## config.mk

```make
export PLATFORM = sky130hd
export DESIGN_NAME = vga_timing_gen
export DESIGN_NICKNAME = d
export VERILOG_FILES = /design/src/rtl/vga_timing_gen.sv
export SDC_FILE = /design/constraint.sdc
export NUM_CORES = 1
export LEC_CHECK = 0
export CAP_MARGIN = 20
export CORE_MARGIN = 3
export CORE_UTILIZATION = 47
export CTS_BUF_LIST = sky130_fd_sc_hd__clkbuf_8
export CTS_CLUSTER_DIAMETER = 40
export CTS_CLUSTER_SIZE = 12
export DETAILED_ROUTE_END_ITERATION = 8
export PLACE_DENSITY = 0.81
export REMOVE_ABC_BUFFERS = 1
export SYNTH_ARGS = -nofsm -noshare
export SYNTH_HDL_FRONTEND = slang
export SYNTH_SLANG_ARGS = --single-unit
```

## constraint.sdc

```tcl
create_clock -name Clk -period 2.1 [get_ports Clk]
set_input_delay 0.42 -clock Clk [delete_from_list [all_inputs] [get_ports Clk]]
set_output_delay 0.42 -clock Clk [all_outputs]
set_load 0.1 [all_outputs]
```

## src/rtl/vga_timing_gen.sv

```systemverilog
// Raster timing generator for the 640x480@60 VGA path: pixel enable, syncs, blank, draw position, frame pulse.
// Optional frame counter enabled by defining VGA_FRAME_CNT_EN; otherwise frame_cnt is tied to zero.
module vga_timing_gen #(
    parameter int CLK_DIV   = 2,
    parameter int H_VISIBLE = 640,
    parameter int H_FP      = 16,
    parameter int H_SYNC    = 96,
    parameter int H_BP      = 48,
    parameter int V_VISIBLE = 480,
    parameter int V_FP      = 10,
    parameter int V_SYNC    = 2,
    parameter int V_BP      = 33
) (
    input  logic        Clk,
    input  logic        Reset_n,
    output logic        pixel_clk,
    output logic        hs,
    output logic        vs,
    output logic        blank,
    output logic        sync,
    output logic [9:0]  DrawX,
    output logic [9:0]  DrawY,
    output logic        frame_start,
    output logic [15:0] frame_cnt
);

    localparam int H_TOTAL = H_VISIBLE + H_FP + H_SYNC + H_BP;
    localparam int V_TOTAL = V_VISIBLE + V_FP + V_SYNC + V_BP;
    localparam int DIV_W   = (CLK_DIV > 1) ? $clog2(CLK_DIV) : 1;

    logic [DIV_W-1:0] div_r;
    logic [9:0]       hc_r;
    logic [9:0]       vc_r;
    logic             frame_start_r;
    logic             pix_en_s;
    logic             h_wrap_s;
    logic             v_wrap_s;
    logic             frame_wrap_s;
    logic             hs_s;
    logic             vs_s;
    logic             blank_s;

    // Reset gating keeps pixel_clk low while held in reset even when CLK_DIV is 1.
    assign pix_en_s     = (div_r == DIV_W'(CLK_DIV - 1)) && Reset_n;
    assign h_wrap_s     = (hc_r == 10'(H_TOTAL - 1));
    assign v_wrap_s     = (vc_r == 10'(V_TOTAL - 1));
    assign frame_wrap_s = pix_en_s && h_wrap_s && v_wrap_s;

    // Clock divider producing the pixel-rate enable
    always_ff @(posedge Clk or negedge Reset_n) begin
        if (!Reset_n) begin
            div_r <= {DIV_W{1'b0}};
        end else if (pix_en_s) begin
            div_r <= {DIV_W{1'b0}};
        end else begin
            div_r <= div_r + DIV_W'(1);
        end
    end

    // Horizontal and vertical raster counters
    always_ff @(posedge Clk or negedge Reset_n) begin
        if (!Reset_n) begin
            hc_r <= 10'd0;
            vc_r <= 10'd0;
        end else if (pix_en_s) begin
            if (h_wrap_s) begin
                hc_r <= 10'd0;
                vc_r <= v_wrap_s ? 10'd0 : (vc_r + 10'd1);
            end else begin
                hc_r <= hc_r + 10'd1;
                vc_r <= vc_r;
            end
        end else begin
            hc_r <= hc_r;
            vc_r <= vc_r;
        end
    end

    // One-cycle frame pulse, high during the first cycle of hc=vc=0
    always_ff @(posedge Clk or negedge Reset_n) begin
        if (!Reset_n) begin
            frame_start_r <= 1'b0;
        end else begin
            frame_start_r <= frame_wrap_s;
        end
    end

    // Sync and blank decodes from the registered counters
    always_comb begin
        hs_s    = 1'b1;
        vs_s    = 1'b1;
        blank_s = 1'b0;
        if ((hc_r >= 10'(H_VISIBLE + H_FP)) && (hc_r < 10'(H_VISIBLE + H_FP + H_SYNC))) begin
            hs_s = 1'b0;
        end else begin
            hs_s = 1'b1;
        end
        if ((vc_r >= 10'(V_VISIBLE + V_FP)) && (vc_r < 10'(V_VISIBLE + V_FP + V_SYNC))) begin
            vs_s = 1'b0;
        end else begin
            vs_s = 1'b1;
        end
        if ((hc_r < 10'(H_VISIBLE)) && (vc_r < 10'(V_VISIBLE))) begin
            blank_s = 1'b1;
        end else begin
            blank_s = 1'b0;
        end
    end

    assign pixel_clk   = pix_en_s;
    assign hs          = hs_s;
    assign vs          = vs_s;
    assign blank       = blank_s;
    assign sync        = 1'b0;
    assign DrawX       = hc_r;
    assign DrawY       = vc_r;
    assign frame_start = frame_start_r;

`ifdef VGA_FRAME_CNT_EN
    logic [15:0] frame_cnt_r;

    // Frames since reset, stepping on the same edge that raises frame_start
    always_ff @(posedge Clk or negedge Reset_n) begin
        if (!Reset_n) begin
            frame_cnt_r <= 16'h0;
        end else if (frame_wrap_s) begin
            frame_cnt_r <= frame_cnt_r + 16'h1;
        end else begin
            frame_cnt_r <= frame_cnt_r;
        end
    end

    assign frame_cnt = frame_cnt_r;
`else
    assign frame_cnt = 16'h0;
`endif

endmodule

```

# After elaboration in Yosys (flattened, before gate mapping)
# Index checks and enable logic that the tools add are counted.
totals:
  regBits: 22
  in_bits: 2
  out_inout_bits: 42
  word_cells: 28
classes:
  addsub: 3
  order_cmp: 6
  n_eq_ne: 2
  mux: 6
  reduce_logical: 7
ops:
  columns: ["cell", "n"]
  rows:
  - ["$add 10x1->10 const B", 2]
  - ["$eq 10x10->1 const B", 2]
  - ["$lt 10x10->1 const B", 2]
  - ["$lt 10x9->1 const B", 2]
  - ["$mux 10", 2]
  - ["$ge 10x10->1 const B", 1]
  - ["$ge 10x9->1 const B", 1]
  - ["$logic_and 1x1->1", 6]
  - ["$mux 1", 4]
  - ["$reduce_and 2->1", 1]
  - ["$add 1x1->1 const B", 1]

# Longest topological paths before layout
logic_depth:
  ltp_word: 3
  ltp_mapped: 7
  mapped_depth_nobuf: 6

# Worst setup path before layout
# Ideal clock, no wire load.
synth_timing:
  kind: "flip-flop to output port"
  start: "register vc_r[8] (netlist: DrawY[8])"
  end: "output blank"
  arrival_ns: 3.145
  required_ns: 1.680
  path_slack_ns: -1.465
  stages_incl_launch_ff: 4
  path_buffers: 0
  cell_sequence: "dfrtp_1 > nand3_1 > nor2_1 > nor3_1"
synth_via:
  elab_chain_cells: 3
synth_rtl:
  columns: ["element", "line", "rtl"]
  rows:
  - ["from (decl)", "33", "logic [9:0] vc_r;"]
  - ["from (signal assigned)", "68", "vc_r <= v_wrap_s ? 10'd0 : (vc_r + 10'd1);"]
  - ["from (signal assigned)", "71", "vc_r <= vc_r;"]
  - ["from (signal assigned)", "75", "vc_r <= vc_r;"]
  - ["$lt 10x9->1", "103", "if ((hc_r < 10'(H_VISIBLE)) && (vc_r < 10'(V_VISIBLE))) begin"]
  - ["$logic_and 1x1->1", "103", null]
  - ["$mux 1", "103", null]
  - ["to (decl)", "19", "output logic blank,"]
# Every way passes these cells.

# Worst setup path after layout
layout_timing:
  start: "register vc_r[1] (netlist: DrawY[1])"
  end: "output vs"
layout_via:
  elab_chain_cells: 3
  elab_cells_between_ends: 4
  classes_between: "order compare (2); mux (1); reduce/logical (1)"
layout_rtl:
  columns: ["element", "line", "rtl"]
  rows:
  - ["$ge 10x9->1 or $lt 10x9->1 (tied branches)", "98", "if ((vc_r >= 10'(V_VISIBLE + V_FP)) && (vc_r < 10'(V_VISIBLE + V_FP + V_SYNC))) begin"]
  - ["$logic_and 1x1->1 (*)", "98", null]
  - ["$mux 1 (*)", "98", null]
  - ["to (decl)", "18", "output logic vs,"]
# Every way passes the cells marked *; elsewhere a longest branch is shown, timed or not.

==> results.txt <==
The relative contribution of combinational cells to total power is 0.451. The number of fill cells came out at ~220. The final routed DRC violation total came out at 0.

The largest total area in the synthesized netlist belongs to sky130_fd_sc_hd__dfrtp_1. The die boundary width is between 50 and 60 um. Setup repair after global routing left no endpoint under its margin. The die area came out at around 0.0036 mm^2. The total congestion overflow is 0. The post-route worst hold slack is roughly 470 ps.

The number of slew-limit violations in the final report was 0. The worst setup path is of the flip-flop to output port kind. The number of sinks on the clock net came out at 22. Routability-driven placement finished with a final weighted congestion of about 0.86. For this block, the initial DRC count from the detailed router was 27.

The post-placement cell area came out at approximately 0.0016 mm^2. The cell count after synthesis is between 100 and 150. Summing all non-filler instances in the final layout gives an area of around 0.0016 mm^2.

Summing all multi-input logic gate instances after layout gives about 670 um^2. The clock skew is about 1.3 ps. The synthesized area per cell came out at about 9.5 um^2. 0 antenna diodes ended up in the layout. Power comes to 0.001428 W.

The power per cell area came out at 866.8 mW/mm^2. The tightest min-delay check is of the flip-flop to flip-flop type. Along the worst path, the maximum fanout reaches 7. The number of top-level design ports came out at 44.

The number of global-route vias before repair came out at 990. Entering global routing, the biggest net connects 23 pins. The maximum count of clock buffers along a single path is 2. The flow ran to the end, and the final reports show no timing, DRC or antenna violations. The proportion of total power due to net switching came out at 0.5081.

The clock slew seen by the registers of the worst setup and hold paths came out at approximately 70 ps. The met3 capacity usage during global routing is 0.01961. The share of total power dissipated in sequential elements is 0.367. The detail-routed via count per cell is roughly 5.2. The final layout contains 182 nets. The worst vdd rail ir drop came out at around 0.0012 V. The core area is 0.002613 mm^2. The wire length of the first global-routing pass is between 4000 and 5000 um. The post-layout minimum cycle time came out at 1888 ps.

The netlist uses 39 different library cells. The CTS tree is done. STA classifies the critical path endpoint as an output port.

The wire length reported by the detailed router is 2787 um. The most utilized layer in the global route result is met2. The worst endpoint required time came out at ~1700 ps. In this run the vertical extent of the chip is 59.60 um. Counting the buffers created by CTS gives 3.

The global routing usage summed across all routing layers came out at 0.1681. In the global route stage, met1 resource usage came out at 0.2193. The count of max-cap constraint violations is 0. At the later pin of the worst-skew pair, clock insertion delay measures roughly 260 ps. The area share of the largest cell type after synthesis is 0.4078. Yosys mapped a number of flops with a built-in enable equal to 0. The cell chosen for the clock root is sky130_fd_sc_hd__clkbuf_8. The count of cells resized by post-cts repair came out at 0. The synthesis-to-finish area growth is 22.06%. Once detail routing completed, the nets flagged for antenna violations numbered 0. The post-detailed-placement half-perimeter wirelength is between 2000 and 2500 um.

The internal portion of total power came out at between 0.0007 and 0.0008 W. The initial antenna violation count is 0. The count of endpoints failing hold in the final timing report came out at 0.

The number of warnings reported in the yosys synthesis log came out at 0. The H-tree level count came out at 1. In the layout the commonest cells are 27 x sky130_fd_sc_hd__buf_4, 22 x sky130_fd_sc_hd__dfrtp_1, 17 x sky130_fd_sc_hd__conb_1, 13 x sky130_fd_sc_hd__nand2_1. The most common cell after layout, fill and taps aside is sky130_fd_sc_hd__buf_4. The analysis attributes to cell leakage a power of between 0.8 and 0.9 nW. The number of setup violations in the final report is 0. The sequential share of the synthesized area is 0.4078. In the synthesized netlist the dominant register cell turns out to be sky130_fd_sc_hd__dfrtp_1. The count of input and output buffers is 26. In the finished design, the share of the clock period the worst path needs comes to 0.8990.

The arrival time reported for the critical path endpoint is ~1500 ps. The number of core rows came out at 18. The switching power is 0.0007258 W. Of the cells placed in the final design, the portion with a size suffix greater than 1 is 0.2601.

STA classifies the critical path startpoint as a flip-flop. Dividing the detail-routed wire length by the instance count gives approximately 14 um. In the global route stage, met2 resource usage came out at 0.2777.

The achievable frequency is 0.5297 GHz. The post-synthesis instance area came out at approximately 0.0014 mm^2. Summing all flip-flop and latch instances after layout gives roughly 550 um^2. For this configuration, the core starts out at a cell density of 0.5168. The share of synthesized registers carrying an async set or reset came out at 1.000.

The number of search-and-repair iterations in the first detailed-routing pass came out at 4. The share of total power dissipated in the clock network is 0.182. The number of flip-flops and latches in the synthesized netlist came out at 22. The detailed router placed 1063 vias in this run.

In the post-synthesis netlist, the biggest area contributors are sky130_fd_sc_hd__dfrtp_1 41%, sky130_fd_sc_hd__buf_4 10%, sky130_fd_sc_hd__ha_1 4.6%.
## cells in the mapped netlist (2+ instances only)
cell,number
sky130_fd_sc_hd__nand4_2,2
sky130_fd_sc_hd__nand3_1,8
sky130_fd_sc_hd__o21ai_0,4
sky130_fd_sc_hd__nor3_1,3
sky130_fd_sc_hd__inv_1,9
sky130_fd_sc_hd__and3_1,3
sky130_fd_sc_hd__nand4_1,4
sky130_fd_sc_hd__clkbuf_1,2
sky130_fd_sc_hd__xor2_1,2
sky130_fd_sc_hd__mux2i_1,3
sky130_fd_sc_hd__dfrtp_1,22
sky130_fd_sc_hd__nand2_1,13
sky130_fd_sc_hd__a32o_1,2
sky130_fd_sc_hd__buf_4,18
sky130_fd_sc_hd__ha_1,5
sky130_fd_sc_hd__a21o_1,2
sky130_fd_sc_hd__nor2_1,9
sky130_fd_sc_hd__a21oi_1,5
sky130_fd_sc_hd__xnor2_1,6
## through the flow
stage	utilization	setup WS, ps	setup TNS (ps)	instances
finish	0.6307	212.1	0	203
global route	0.6307	92.63	0	203
CTS	0.6279	150.9	0	202
detailed placement	0.6121	119.3	0	199
global placement	0.6121	183.7	0	199
floorplan	-	-1465	-5876	137
## layer usage
metal  vias up  wire, um
li1        520         -
met1       514      1244
met2        26      1386
met3         3       120
met4         0        36
met5         -         0
## logic make-up after synthesis
group | Yosys count | share of synthesized area
simple gates | 53 | 0.2243
buf+inv | 31 | 0.1418
flops | 22 | 0.4078
compound gates | 18 | 0.09083
xor+xnor | 9 | 0.06395
fa+ha+maj | 5 | 0.04634
mux | 3 | 0.02224
other cells | 1 | 0.002778
## registers in the layout (all words and copies together) (netlist names)
signal,cells
div_r,1
frame_start,1
DrawY,10
DrawX,10
## cell type report
type | instances | area share
Tap cell | 30 | 0.02278
Clock buffer | 3 | 0.02506
Sequential cell | 22 | 0.3341
Timing Repair Buffer | 33 | 0.1898
Inverter | 10 | 0.02278
Multi-Input combinational cell | 105 | 0.4055
## path summary, 6_finish.rpt
kind / start / end / slack, ps / cells after the start
min reg2reg: div_r / div_r / 470 / 1
max: DrawY[1] / vs / 210 / 3
min: div_r / div_r / 470 / 1
min in group asynchronous: Reset_n / DrawX[2] / 540 / 2
max in group asynchronous: Reset_n / DrawY[5] / 1340 / 2
max reg2reg: DrawX[0] / DrawY[9] / 280 / 6
## power by group through the flow
| stage | sequential (W) | combinational, W | clock [W] |
|---|---|---|---|
| 6_report | 0.000525 | 0.000644 | 0.000260 |
| 5_1_grt | 0.000536 | 0.000669 | 0.000290 |
| 4_1_cts | 0.000524 | 0.000646 | 0.000268 |
| 3_5_place_dp | 0.000533 | 0.000644 | 0 |
| 3_3_place_gp | 0.000532 | 0.000640 | 0 |
| 2_1_floorplan | 0.000829 | 0.000223 | 0 |
## critical path: stages, from the launching register on
cell and delay [ps]:
sky130_fd_sc_hd__dfrtp_1 460, sky130_fd_sc_hd__ha_1 220, sky130_fd_sc_hd__o2111ai_1 300, sky130_fd_sc_hd__buf_12 220
## what timing repair did
item,in CTS,in global routing
endpoints found under the setup margin,0,2
endpoints found under the hold margin,0,0
buffers inserted,0,1
hold buffers,0,0
Power figures use the tool's default switching activity.
